$ cat src/rtl/sum_pkg.sv
// Shared constants and helpers for the chunk-serial arithmetic engines.
// Defaults describe the full-width operand; tops override N and W as needed.
package sum_pkg;

  localparam int N_DEF = 262144;
  localparam int W_DEF = 8;

  function automatic int clog2(input int v);
    int r;
    r = 0;
    while ((1 << r) < v) r++;
    return r;
  endfunction

  localparam int CC_DEF    = N_DEF / W_DEF;
  localparam int CNT_W_DEF = (clog2(CC_DEF) > 0) ? clog2(CC_DEF) : 1;

  typedef logic [CNT_W_DEF-1:0] chunk_idx_t;

endpackage

$ cat src/rtl/sub_chunk_dp.sv
// Combinational W-bit borrow-ripple slice: d = a - b - bin, bout = borrow out.
module sub_chunk_dp #(
  parameter int W = 8
) (
  input  logic [W-1:0] a,
  input  logic [W-1:0] b,
  input  logic         bin,
  output logic [W-1:0] d,
  output logic         bout
);

  logic [W:0] diff;

  // Zero-extend to W+1 bits so the top bit of the result is the borrow.
  assign diff = {1'b0, a} - {1'b0, b} - {{W{1'b0}}, bin};
  assign d    = diff[W-1:0];
  assign bout = diff[W];

endmodule

$ cat src/rtl/sub_chunked.sv
// Chunk-serial wide subtractor c = a - b, LSB chunk first, with a one-deep
// registered output stage and valid/ready handshakes on both sides.
module sub_chunked
  import sum_pkg::*;
#(
  parameter int N = N_DEF,
  parameter int W = W_DEF
) (
  input  logic         clk,
  input  logic         rst,
  input  logic         clr,
  input  logic         in_valid,
  output logic         in_ready,
  input  logic [W-1:0] a,
  input  logic [W-1:0] b,
  output logic         out_valid,
  input  logic         out_ready,
  output logic [W-1:0] c,
  output logic         out_last,
  output logic         borrow_out
);

  localparam int CC    = N / W;
  localparam int CNT_W = (clog2(CC) > 0) ? clog2(CC) : 1;

  typedef logic [CNT_W-1:0] cnt_t;
  localparam cnt_t LAST_IDX = cnt_t'(CC - 1);

  cnt_t         cnt_q;
  logic         borrow_q;
  logic [W-1:0] c_q;
  logic         out_valid_q;
  logic         out_last_q;
  logic         borrow_out_q;

  logic         accept;
  logic         is_last;
  logic         bin;
  logic [W-1:0] d;
  logic         bout;

  // Handshake: a transfer happens on a side in any cycle where valid && ready
  // are both high at the rising edge; valid never depends on ready, and the
  // producer holds its data stable until the transfer completes.
  assign in_ready = !out_valid_q || out_ready;
  assign accept   = in_valid && in_ready && !clr;
  assign is_last  = (cnt_q == LAST_IDX);
  assign bin      = (cnt_q == '0) ? 1'b0 : borrow_q;

  sub_chunk_dp #(.W(W)) u_dp (
    .a    (a),
    .b    (b),
    .bin  (bin),
    .d    (d),
    .bout (bout)
  );

  always_ff @(posedge clk or negedge rst) begin
    if (!rst) begin
      cnt_q        <= '0;
      borrow_q     <= 1'b0;
      c_q          <= '0;
      out_valid_q  <= 1'b0;
      out_last_q   <= 1'b0;
      borrow_out_q <= 1'b0;
    end else if (clr) begin
      // Abort wins over any accept this cycle; c is left as-is.
      cnt_q        <= '0;
      borrow_q     <= 1'b0;
      out_valid_q  <= 1'b0;
      out_last_q   <= 1'b0;
      borrow_out_q <= 1'b0;
    end else if (accept) begin
      c_q          <= d;
      out_valid_q  <= 1'b1;
      out_last_q   <= is_last;
      borrow_out_q <= is_last ? bout : 1'b0;
      borrow_q     <= is_last ? 1'b0 : bout;
      cnt_q        <= is_last ? '0 : cnt_q + 1'b1;
    end else if (out_valid_q && out_ready) begin
      out_valid_q  <= 1'b0;
    end
  end

  assign out_valid  = out_valid_q;
  assign c          = c_q;
  assign out_last   = out_last_q;
  assign borrow_out = borrow_out_q;

endmodule

$ cat config.mk
export PLATFORM = sky130hd
export DESIGN_NAME = sub_chunked
export DESIGN_NICKNAME = d
export VERILOG_FILES = /design/src/rtl/sum_pkg.sv /design/src/rtl/sub_chunk_dp.sv /design/src/rtl/sub_chunked.sv
export SDC_FILE = /design/constraint.sdc
export NUM_CORES = 1
export LEC_CHECK = 0
export CORE_MARGIN = 8
export CORE_UTILIZATION = 35
export CTS_BUF_LIST = sky130_fd_sc_hd__clkbuf_4 sky130_fd_sc_hd__clkbuf_8
export CTS_CLUSTER_SIZE = 8
export DETAILED_ROUTE_END_ITERATION = 8
export SKIP_LAST_GASP = 1
export SLEW_MARGIN = 20
export SYNTH_ARGS = -nofsm -noshare
export SYNTH_HDL_FRONTEND = slang
export SYNTH_SLANG_ARGS = --single-unit
$ cat constraint.sdc
create_clock -name clk -period 3.9 [get_ports clk]
set_input_delay 0.78 -clock clk [delete_from_list [all_inputs] [get_ports clk]]
set_output_delay 0.78 -clock clk [all_outputs]
set_load 0.005 [all_outputs]
# Word-level counts from Yosys, hierarchy flattened
# Index checks and enable logic that the tools add are counted.
[word_totals]
out_inout_bits = 12
register_bits = 27
[op_classes]
reduce_logical = 10
n_eq_ne = 1
addsub = 3
n_bitwise = 1
muxes = 15
[ops]
columns = ["operator", "n"]
rows = [
  ["15-bit two-way mux", 3],
  ["15-bit by 1-bit adder with 15-bit output (second input constant)", 1],
  ["15-bit == test (second input constant)", 1],
  ["15-bit logical NOT", 1],
  ["1-bit two-way mux", 12],
  ["8-bit by 8-bit subtractor with 9-bit output", 1],
  ["9-bit by 1-bit subtractor with 9-bit output", 1],
  ["1-bit logical AND", 3],
  ["3-bit nonzero test", 1],
  ["1-bit logical NOT", 2],
  ["2-bit AND reduction", 1],
  ["2-bit nonzero test", 1],
  ["1-bit logical OR", 1],
  ["1-bit NOT", 1],
]

# Depth between registers and ports, before layout
[depth]
word_depth = 6
mapped_depth = 15
ltp_nobuf = 15

# By module
# From an unflattened synthesis, not the netlist that was laid out.
[hier_totals]
cells_unflattened = 203
area_unflattened_um2 = 1964.4
[by_module_without_submodules]
columns = ["module", "seq_area_each_um2", "area_per_inst_um2", "instances", "cells_per_inst"]
rows = [
  ["sub_chunked", 675.6, 1410.1, 1, 127],
  ["sub_chunk_dp", 0.0, 554.3, 1, 76],
]

# Least setup slack after synthesis
# Ideal clock, no wire load.
[synth_path]
path_type = "register to register"
from = "register cnt_q[0]"
to = "register borrow_out_q, in the netlist borrow_out"
path_stages_with_launch = 16
period_less_slack_ps = 3263
arrival_time_ps = 3135
slack_ps = 637
n_path_buf = 0
cell_sequence = "dfrtp_1 inv_1 ha_1 nor4b_1 nand4_1 nand2_1 fa_1 inv_1 ha_1 or2_2 fa_1 nor2b_1 o21ai_0 a221oi_1 xnor2_1 o21ai_0"
[synth_between]
elab_chain_cells = 6
word_cells_on_any_way = 7
cone_classes = "add/sub (1); eq/ne (1); mux (4); reduce/logical (1)"
[synth_lines]
columns = ["item", "line_no", "source"]
rows = [
  ["from (decl)", "sub_chunked.sv:29", "cnt_t cnt_q;"],
  ["from (signal assigned)", "sub_chunked.sv:79", "cnt_q <= is_last ? '0 : cnt_q + 1'b1;"],
  ["15-bit logical NOT", "sub_chunked.sv:48", "assign bin = (cnt_q == '0) ? 1'b0 : borrow_q;"],
  ["1-bit two-way mux", "sub_chunked.sv:48", ""],
  ["9-bit by 1-bit subtractor with 9-bit output", "sub_chunk_dp.sv:15", "assign diff = {1'b0, a} - {1'b0, b} - {{W{1'b0}}, bin};"],
  ["1-bit two-way mux (*)", "sub_chunked.sv:77", "borrow_out_q <= is_last ? bout : 1'b0;"],
  ["1-bit two-way mux (*)", "sub_chunked.sv:73", "end else if (accept) begin"],
  ["1-bit two-way mux (*)", "sub_chunked.sv:66", "end else if (clr) begin"],
  ["to (signal assigned)", "sub_chunked.sv:77", ""],
  ["to (decl)", "sub_chunked.sv:34", "logic borrow_out_q;"],
]
# Every way passes the cells marked *; elsewhere a longest branch is shown, timed or not. The select of a mux whose other input is x is not followed.
# A chain may end at the register's enable or synchronous reset.

# Worst setup path after layout
# Ends and elaborated chain as after synthesis.

==> run summary <==
DP HPWL = 2950 um
Logic pwr share = 30.0%
Die area = 7770 um2
DR vias/cell = 4.78
Leak = 0.998 nW
Footprint of the multi-input gates = 1020 um2
Fraction of registers with async set/reset = 100%
Clk_lat worst skew = 270 ps
Worst R2R Path Depth = 15
Worst hold path depth = 2
Sw power = 0.194 mW
#FFs+latches synth = 27
Dpl cells = 308
Placer congestion estimate = 0.810
DR pass1 iterations = 4
Clock slew at reported path FFs = 90 ps
Die Span Y = 88.1 um
Post-route insts no fill = 312
# rows = 26
Net count after synthesis = 251
Ys flop type = dfrtp_1
Global-route wire length before repair = 6690 um
DRC = 0
Routed WL = 3760 um
Syn Inst Count = 212
Slowest CP cell = fa_1
Vias in the first global route = 1487
Final setup violation count = 0
Worst EP required = 4050 ps
Area Overhead vs Synth = 24.5%
Worst EP arrival = 3710 ps
CTS tree = built
Final Cycle Share = 91.3%
Ant. Diodes = 0
EDFF count, synth = 0
Rel. slew slack = 36.6%
RSZ-0062 raised after global routing = false
Fill count = 532
Final Hold Viols = 0
Top-Level Pins = 33
Yosys top cell area share = 37.1%
CTS Hold Bufs = 0
Number of max-cap violations = 0
Via count = 1490
Hold endpoint = borrow_out
Antenna violations before repair = 0
Max incr delay on CP = 510 ps
Overflow after GRT = 0
Setup slack, reg-to-reg = 340 ps
# resized after CTS = 0
Cell accounting for the most synthesized area = dfrtp_1
Sequential Power Share = 46.6%
Synth warnings = 0
1st-iter DRT viols = 121
CP startpoint kind = flop
Critical Path Source = cnt_q[0]
Fin Setup TNS = 0 ps
Reg-to-Reg Start = cnt_q[0]
CP bufs+invs = 2
Tmin final = 3560 ps
Avg Cell Area, Syn = 8.59 um2
R2r endpoint = borrow_out
Cell-internal power = 0.506 mW
GRT Total Usage = 10.7%
Worst Max-Slew Pin Slew = 952 ps
Cts bufs inserted = 3
Core ar. = 5070 um2
Seq/Total Area, Yosys = 37.1%
Most instantiated cells after synthesis = dfrtp_1 (27), nand2_1 (27), inv_1 (26)
Crit path max-delay family = adder cells
Cell area after synthesis = 1820 um2
Root Driver = clkbuf_8
Longest Clk Path Bufs = 2
Share of layout cells above drive strength 1 = 5.79%
Outcome = finished, final reports clean
Final core occ = 44.7%
Max-slew violation total from the final report = 0
Clock power frac = 23.4%
WL/cell = 12.0 um
Max Freq = 0.281 GHz
Switching Fraction = 27.7%
Htree depth = 1
HP Start = borrow_out
Final net count = 282
Critical path class = reg2reg
Setup Skew = 5.49 ps
Kind of end point of the critical path = flop
Clk sink count = 27
HP Class = reg2reg
FF/Latch Area = 676 um2
Critical Path Fanout Max = 6
Buffers on Ports = 32
Die width = 88.1 um
Post-synth cell types = 38
Largest net degree at the start of global routing = 28
Pwr Density = 309 nW/um2
Synth area leaders = dfrtp_1 (37%), ha_1 (11%), o21ai_0 (6.6%), nand2_1 (5.6%), inv_1 (5.4%)
Final ANT Viol Nets = 0
Initial Util = 35.9%
Post-CTS setup buffers = 0
Crit path cell chain = inv_1 > ha_1 > nor4b_2 > nand4_1 > nand2_1 > fa_1 > inv_1 > ha_1 > or2_2 > fa_1 > nor2b_1 > o21ai_0 > a221oi_1 > xnor2_1 > o21ai_0
Peak VDD IR = 0.136 mV
==> cell type report <==
cell class	count	area share [%]
well taps	70	3.86
multi-input cells	151	45.1
inverters	26	4.30
flip-flops and latches	27	29.8
clock buffers	4	2.15
repair buffers	34	14.8
==> power by group through the flow <==
| stage | logic [mW] | clock network, mW | registers [mW] |
|---|---|---|---|
| after global routing | 0.238 | 0.184 | 0.331 |
| after global placement | 0.213 | 0 | 0.331 |
| after CTS | 0.215 | 0.173 | 0.327 |
| after floorplan | 0.108 | 0 | 0.330 |
| after detailed placement | 0.215 | 0 | 0.331 |
| final | 0.210 | 0.164 | 0.326 |
==> stage by stage <==
stage / hold WS, ps / setup WS (ps) / power [mW] / cell area, um2
after floorplan: 450 / 637 / 0.438 / 1820
after global placement: 468 / 123 / 0.544 / 2210
after detailed placement: 483 / 27.1 / 0.546 / 2210
after CTS: 504 / 215 / 0.715 / 2260
after global routing: 543 / 38.5 / 0.753 / 2270
final: 496 / 339 / 0.700 / 2270
==> tightest hold or removal path, cell delays in order (launching register included) <==
cell and delay [ps]:
dfrtp_1 350, nand2_1 50, o21ai_0 60
==> cells in the final DEF (no fill, tap or decap), types with 6 or more instances in the layout <==
cell type        netlist  final
nor2_1                11     11
inv_1                 26     26
nand3_1                8      8
nand2_1               27     27
dfrtp_1               27     27
a21oi_1                6      6
clkdlybuf4s50_1        0     32
nor4_1                 6      6
o21ai_0               24     24
xnor2_1                8      8
ha_1                  16     16
==> registers in the layout, indices dropped and copies added, names as in the netlist <==
register	count
borrow_out	1
borrow_q	1
c	8
cnt_q	15
out_last	1
out_valid	1
==> per-layer routing <==
metal  wire length (um)  up-vias  GRT usage (%)
met1               1780      685           13.3
met4                 18        0           3.23
met2               1780       23           17.7
met3                187        2           2.72
li1                   -      780              -
met5                  0        -              0
==> how the worst max path moves through the flow <==
stage                             to  slack, ps  cells past startpoint
after floorplan           borrow_out        640                     15
after global placement    borrow_out        120                     12
after detailed placement  borrow_out         30                     12
after CTS                 borrow_out        210                     14
after global routing      borrow_out         40                     15
final                     borrow_out        340                     15
==> cells by family after synthesis <==
kind of cell / synth area share (%)
and+or+nand+nor: 22.3
muxes: 1.17
adders and majority gates: 13.2
AOI/OAI and AO/OA: 13.8
xor gates and xnor gates: 5.29
DFF: 37.1
buffers and inverters: 7.14
Power figures use the tool's default switching activity.
